==> config.mk <==
export PLATFORM = sky130hd
export DESIGN_NAME = bram_arbiter
export DESIGN_NICKNAME = d
export VERILOG_FILES = /design/src/rtl/bram_arbiter.sv
export SDC_FILE = /design/constraint.sdc
export NUM_CORES = 1
export LEC_CHECK = 0
export ABC_AREA = 1
export ABC_CLOCK_PERIOD_IN_PS = 2200
export BUFFER_PORTS_ARGS = -buffer_cell sky130_fd_sc_hd__buf_2
export CORE_AREA = 2 2 96 98
export CTS_CLUSTER_SIZE = 12
export DETAILED_ROUTE_END_ITERATION = 8
export DIE_AREA = 0 0 98 100
export PLACE_DENSITY = 0.81
export RECOVER_POWER = 25
export SLEW_MARGIN = 10
export SYNTH_ARGS = -nofsm -noshare
export SYNTH_HDL_FRONTEND = slang
export SYNTH_SLANG_ARGS = --single-unit
==> constraint.sdc <==
create_clock -name clk -period 2.2 [get_ports clk]
set_input_delay 0.11 -clock clk [delete_from_list [all_inputs] [get_ports clk]]
set_output_delay 0.11 -clock clk [all_outputs]
set_load 0.05 [all_outputs]
==> src/rtl/bram_arbiter.sv <==
// bram_arbiter: shares one single-port BRAM (1-cycle read latency) between the IFU and LSU masters.
// Conflict policy: round-robin when BRAM_ARB_RR_EN is defined, fixed LSU priority otherwise.
module bram_arbiter #(
    parameter int ADDR_W = 22,
    parameter int DATA_W = 32
) (
    input  logic                clk,
    input  logic                rst_n,

    input  logic                ifu_req_valid,
    output logic                ifu_req_ready,
    input  logic [ADDR_W-1:0]   ifu_req_addr,
    output logic                ifu_resp_valid,
    input  logic                ifu_resp_ready,
    output logic [DATA_W-1:0]   ifu_resp_data,

    input  logic                lsu_req_valid,
    output logic                lsu_req_ready,
    input  logic [ADDR_W-1:0]   lsu_req_addr,
    input  logic                lsu_req_wen,
    input  logic [DATA_W-1:0]   lsu_req_wdata,
    input  logic [DATA_W/8-1:0] lsu_req_wstrb,
    output logic                lsu_resp_valid,
    input  logic                lsu_resp_ready,
    output logic [DATA_W-1:0]   lsu_resp_data,

    output logic                mem_en,
    output logic                mem_wen,
    output logic [ADDR_W-1:0]   mem_addr,
    output logic [DATA_W-1:0]   mem_wdata,
    output logic [DATA_W/8-1:0] mem_wstrb,
    input  logic [DATA_W-1:0]   mem_rdata,

    output logic                busy
);

    typedef enum logic [1:0] {
        IDLE,
        ACCESS,
        WAIT,
        RESP
    } state_t;

    state_t              state;
    state_t              state_next;
    logic                owner_lsu;
    logic                wen_q;
    logic [DATA_W-1:0]   resp_data;
    logic                grant_lsu;
    logic                take_ifu;
    logic                take_lsu;
    logic                resp_done;

`ifdef BRAM_ARB_RR_EN
    logic                last_lsu;

    always_ff @(posedge clk or negedge rst_n) begin
        if (!rst_n) begin
            last_lsu <= 1'b0;
        end else if (take_lsu) begin
            last_lsu <= 1'b1;
        end else if (take_ifu) begin
            last_lsu <= 1'b0;
        end
    end
`endif

    // On a conflict the winner is the master not granted last time (round-robin) or always the LSU.
    always_comb begin
        grant_lsu = lsu_req_valid;
        if (lsu_req_valid && ifu_req_valid) begin
`ifdef BRAM_ARB_RR_EN
            grant_lsu = !last_lsu;
`else
            grant_lsu = 1'b1;
`endif
        end
    end

    assign take_lsu       = (state == IDLE) && lsu_req_valid && grant_lsu;
    assign take_ifu       = (state == IDLE) && ifu_req_valid && !grant_lsu;
    assign ifu_req_ready  = take_ifu;
    assign lsu_req_ready  = take_lsu;
    assign resp_done      = (state == RESP) && (owner_lsu ? lsu_resp_ready : ifu_resp_ready);
    assign ifu_resp_valid = (state == RESP) && !owner_lsu;
    assign lsu_resp_valid = (state == RESP) && owner_lsu;
    assign ifu_resp_data  = resp_data;
    assign lsu_resp_data  = resp_data;
    assign busy           = (state != IDLE);

    always_comb begin
        state_next = state;
        case (state)
            IDLE:    if (take_ifu || take_lsu) state_next = ACCESS;
            ACCESS:  state_next = WAIT;
            WAIT:    state_next = RESP;
            RESP:    if (resp_done) state_next = IDLE;
            default: state_next = IDLE;
        endcase
    end

    // The mem_* registers double as the latched request: loaded on acceptance, cleared after ACCESS.
    always_ff @(posedge clk or negedge rst_n) begin
        if (!rst_n) begin
            state     <= IDLE;
            owner_lsu <= 1'b0;
            wen_q     <= 1'b0;
            resp_data <= '0;
            mem_en    <= 1'b0;
            mem_wen   <= 1'b0;
            mem_addr  <= '0;
            mem_wdata <= '0;
            mem_wstrb <= '0;
        end else begin
            state     <= state_next;
            mem_en    <= 1'b0;
            mem_wen   <= 1'b0;
            mem_addr  <= '0;
            mem_wdata <= '0;
            mem_wstrb <= '0;
            if (take_lsu) begin
                owner_lsu <= 1'b1;
                wen_q     <= lsu_req_wen;
                mem_en    <= 1'b1;
                mem_wen   <= lsu_req_wen;
                mem_addr  <= lsu_req_addr;
                if (lsu_req_wen) begin
                    mem_wdata <= lsu_req_wdata;
                    mem_wstrb <= lsu_req_wstrb;
                end
            end else if (take_ifu) begin
                owner_lsu <= 1'b0;
                wen_q     <= 1'b0;
                mem_en    <= 1'b1;
                mem_addr  <= ifu_req_addr;
            end
            if (state == WAIT) begin
                resp_data <= wen_q ? '0 : mem_rdata;
            end
        end
    end

endmodule
==> Flow_metrics.wiki <==
{| class="wikitable"
! Metric !! Value
|-
| Result of the run || finished clean
|-
| Switching share of power || 53.8%
|-
| ANT nets after route || 0
|-
| Layout cell share with drive strength beyond 1 || 36.1%
|-
| Post-layout net count || 852
|-
| Internal Dissipation || 3830 uW
|-
| Fraction of synthesized cell area taken by the top area cell type || 61.5%
|-
| Slowest cell on crit path || sky130_fd_sc_hd__dlygate4sd3_1
|-
| Flip-flop and latch count after synthesis || 96
|-
| Aggregate global routing overflow || 0
|-
| Worst setup EP type || register
|-
| Die span in y || 100 um
|-
| Total of max-cap violations || 0
|-
| Total clock buffers created by CTS || 9
|-
| Clock latency on the worst-skew pair || 360 ps
|-
| Number of nets in the synthesized netlist || 540
|-
| Period minus WS final || 2070 ps
|-
| Logic gate share of total power || 56.2%
|-
| Min-Delay Path Class || in -> reg
|-
| Number of cell instances on the worst register-to-register path || 7
|-
| Final count of hold timing violations || 0
|-
| Clock sink count || 96
|-
| Number of diodes || 0
|-
| Final Slew Violations || 0
|-
| Number of stages on the worst hold path || 3
|-
| Most frequent cells in the layout || 240 x sky130_fd_sc_hd__buf_2, 112 x sky130_fd_sc_hd__nand2_1, 103 x sky130_fd_sc_hd__dlygate4sd3_1, 96 x sky130_fd_sc_hd__dfrtp_1, 41 x sky130_fd_sc_hd__inv_1
|-
| Largest voltage drop on the vdd net || 0.546 mV
|-
| Cell at the root of the clock tree || sky130_fd_sc_hd__clkbuf_8
|-
| Clock transition at the registers of the reported paths || 100 ps
|-
| Critical path launch point type || register
|-
| Static power due to leakage || 0.00358 uW
|-
| Final weighted congestion in routability-driven placement || 0.786
|-
| Startpoint-to-endpoint class of the critical path || reg -> reg
|-
| Measured slew at the worst slew-check pin || 1100 ps
|-
| Post-Syn Area || 3900 um2
|-
| Max Freq || 482 MHz
|-
| Setup slack after placement || 634 ps
|-
| Starting density of the core || 43.9%
|-
| R2R Path Start || state[1]
|-
| Detailed-placement wirelength estimate || 7380 um
|-
| Reg-to-reg setup timing slack || 130 ps
|-
| Port Buf Inserts || 247
|-
| Critical path origin || state[1]
|-
| Vias in the first global route || 4227
|-
| Crit path setup slack, layout || 126 ps
|-
| Maximum number of pins on one net before global-route repair || 54
|-
| Routed wire length per instance || 15.4 um
|-
| Die width || 98 um
|-
| Gate Count Post-Synth || 418
|-
| RSZ-0062 raised after global routing || false
|-
| Post-synthesis to final-layout area growth || 58.3%
|-
| End-of-flow core utilization || 69.5%
|-
| Smallest hold slack || 12.7 ps
|-
| Total iterations of the first detailed-routing run || 4
|-
| Number of H-tree levels || 3
|-
| Crit. path cell count || 7
|-
| NetSw || 4460 uW
|-
| Routed via count || 4100
|-
| DRC || 0
|-
| Portion of the post-synthesis area used by sequential elements || 61.5%
|-
| Required time worst endpoint || 2500 ps
|-
| Biggest area consumer among synthesized cells || sky130_fd_sc_hd__dfrtp_1
|-
| Wire length of the first global-routing pass || 20200 um
|-
| Total Routed Length || 13000 um
|-
| Syn avg cell area || 9.34 um2
|-
| Top cell family by delay on the critical path || buffers and inverters
|-
| Yosys warning count || 0
|-
| Iteration-0 DRC count of the detailed router || 158
|-
| Headroom to the max-slew limit || 26.5%
|-
| Clk_skew || 14.2 ps
|-
| Number of antenna violations at the first check in global routing || 0
|-
| Top cells by area, synth || sky130_fd_sc_hd__dfrtp_1 62%, sky130_fd_sc_hd__nand2_1 11%, sky130_fd_sc_hd__buf_4 6.5%
|-
| Total GRT Usage || 26.3%
|-
| CP arrival || 2370 ps
|-
| Crit-path most repeated cell || sky130_fd_sc_hd__nand2_1
|-
| Power after layout || 8290 uW
|-
| Count of unique library cells instantiated by Yosys || 16
|-
| Total die area || 9800 um2
|-
| Number of endpoints failing setup at the final stage || 0
|-
| Cells along the critical path || inv_1 -> ha_1 -> nand2_2 -> inv_2 -> nand2_1 -> nand2_1 -> dlygate4sd3_1
|-
| Largest buffer count on any clock path || 2
|-
| Max incr delay on CP || 570 ps
|-
| Hold Crit Start || mem_rdata[14]
|-
| Largest fanout of any net on the critical path || 24
|-
| Period Utilization, post-route || 94.3%
|-
| Vias per cell || 4.85
|-
| Core ar. || 8890 um2
|-
| Proportion of power drawn by flip-flops and latches || 29.8%
|-
| Leading cell type in the layout, fill and taps excluded || sky130_fd_sc_hd__buf_2
|-
| Sum Neg Setup Slack || 0 ps
|-
| Crit path buf inv count || 3
|-
| Ports || 248
|-
| Power density relative to cell area || 1340 nW/um2
|-
| Number of rows in the core area || 35
|-
| CTS tree || built
|-
| Clk pwr share || 14.0%
|}
[logic make-up (layout without fill, tap and decap cells)]
group	count (synthesis)	count (layout)	synth area share, %
AOI/OAI and AO/OA	34	34	4.36
buffers and inverters	97	413	13.7
DFF	96	96	61.5
and+or+nand+nor	188	188	19.4
adders and majority gates	3	3	0.961
[worst reg2reg max path: stages, from the launching register on]
cell                            delay [ps]
sky130_fd_sc_hd__dfrtp_1               440
sky130_fd_sc_hd__inv_1                 100
sky130_fd_sc_hd__ha_1                  240
sky130_fd_sc_hd__nand2_2                90
sky130_fd_sc_hd__inv_2                 310
sky130_fd_sc_hd__nand2_1               150
sky130_fd_sc_hd__nand2_1               110
sky130_fd_sc_hd__dlygate4sd3_1         570
[cells in the mapped netlist]
cell                       number
sky130_fd_sc_hd__buf_1          1
sky130_fd_sc_hd__buf_2         11
sky130_fd_sc_hd__buf_4         34
sky130_fd_sc_hd__buf_6          4
sky130_fd_sc_hd__clkbuf_1       4
sky130_fd_sc_hd__dfrtp_1       96
sky130_fd_sc_hd__ha_1           3
sky130_fd_sc_hd__inv_1         41
sky130_fd_sc_hd__inv_2          2
sky130_fd_sc_hd__nand2_1      112
sky130_fd_sc_hd__nand2_2        1
sky130_fd_sc_hd__nand3_1       36
sky130_fd_sc_hd__nand3b_1       1
sky130_fd_sc_hd__nor2_1        37
sky130_fd_sc_hd__o21ai_0       34
sky130_fd_sc_hd__or2_2          1
[per-stage QoR]
stage / cell area (um2) / cells
2_1_floorplan: 3910 / 418
3_3_place_gp: 4970 / 728
3_5_place_dp: 4970 / 728
4_1_cts: 6190 / 846
5_1_grt: 6180 / 845
6_report: 6180 / 845
[registers in the layout, summed over array words and instances (netlist names)]
register and flops:
ifu_resp_data 32, mem_wdata 32, mem_addr 22, mem_wstrb 4, state 2, mem_en 1, mem_wen 1, owner_lsu 1
wen_q 1
[path summary, 6_finish.rpt]
| check | endpoint |
|---|---|
| worst max-delay path | mem_addr[9] |
| worst min-delay path | ifu_resp_data[14] |
| worst max register to register | mem_addr[9] |
| worst min register to register | ifu_resp_data[21] |
| max in group asynchronous | wen_q |
| min in group asynchronous | ifu_resp_data[5] |
[per-layer routing]
metal	vias up	part of all wire [%]	track usage (%)
li1	1859	-	-
met5	-	0	0
met3	57	9.0	7.66
met2	254	52	46.4
met4	0	4.6	14.4
met1	1930	35	28.5
[layout make-up]
type / instances / area [um2]
fillers: 625 / 2710
well taps: 111 / 139
inverters: 43 / 164
multi-input cells: 225 / 970
clock buffers: 11 / 141
clock inverters: 4 / 53.8
repair buffers: 355 / 2310
flip-flops and latches: 96 / 2400
[power groups by stage]
stage | combinational, uW | clock [uW] | sequential [uW]
3_3_place_gp | 4290 | 0 | 2460
2_1_floorplan | 2250 | 0 | 3910
3_5_place_dp | 4370 | 0 | 2490
5_1_grt | 4910 | 1260 | 2530
6_report | 4660 | 1160 | 2470
4_1_cts | 4610 | 1180 | 2460
[repair_timing]
item                                   CTS  global route
setup buffers                            0             0
setup endpoints to repair                0            14
hold buffers                           103             0
endpoints found under the hold margin  123             0
gates resized for setup                  0             1
Power figures use the tool's default switching activity.
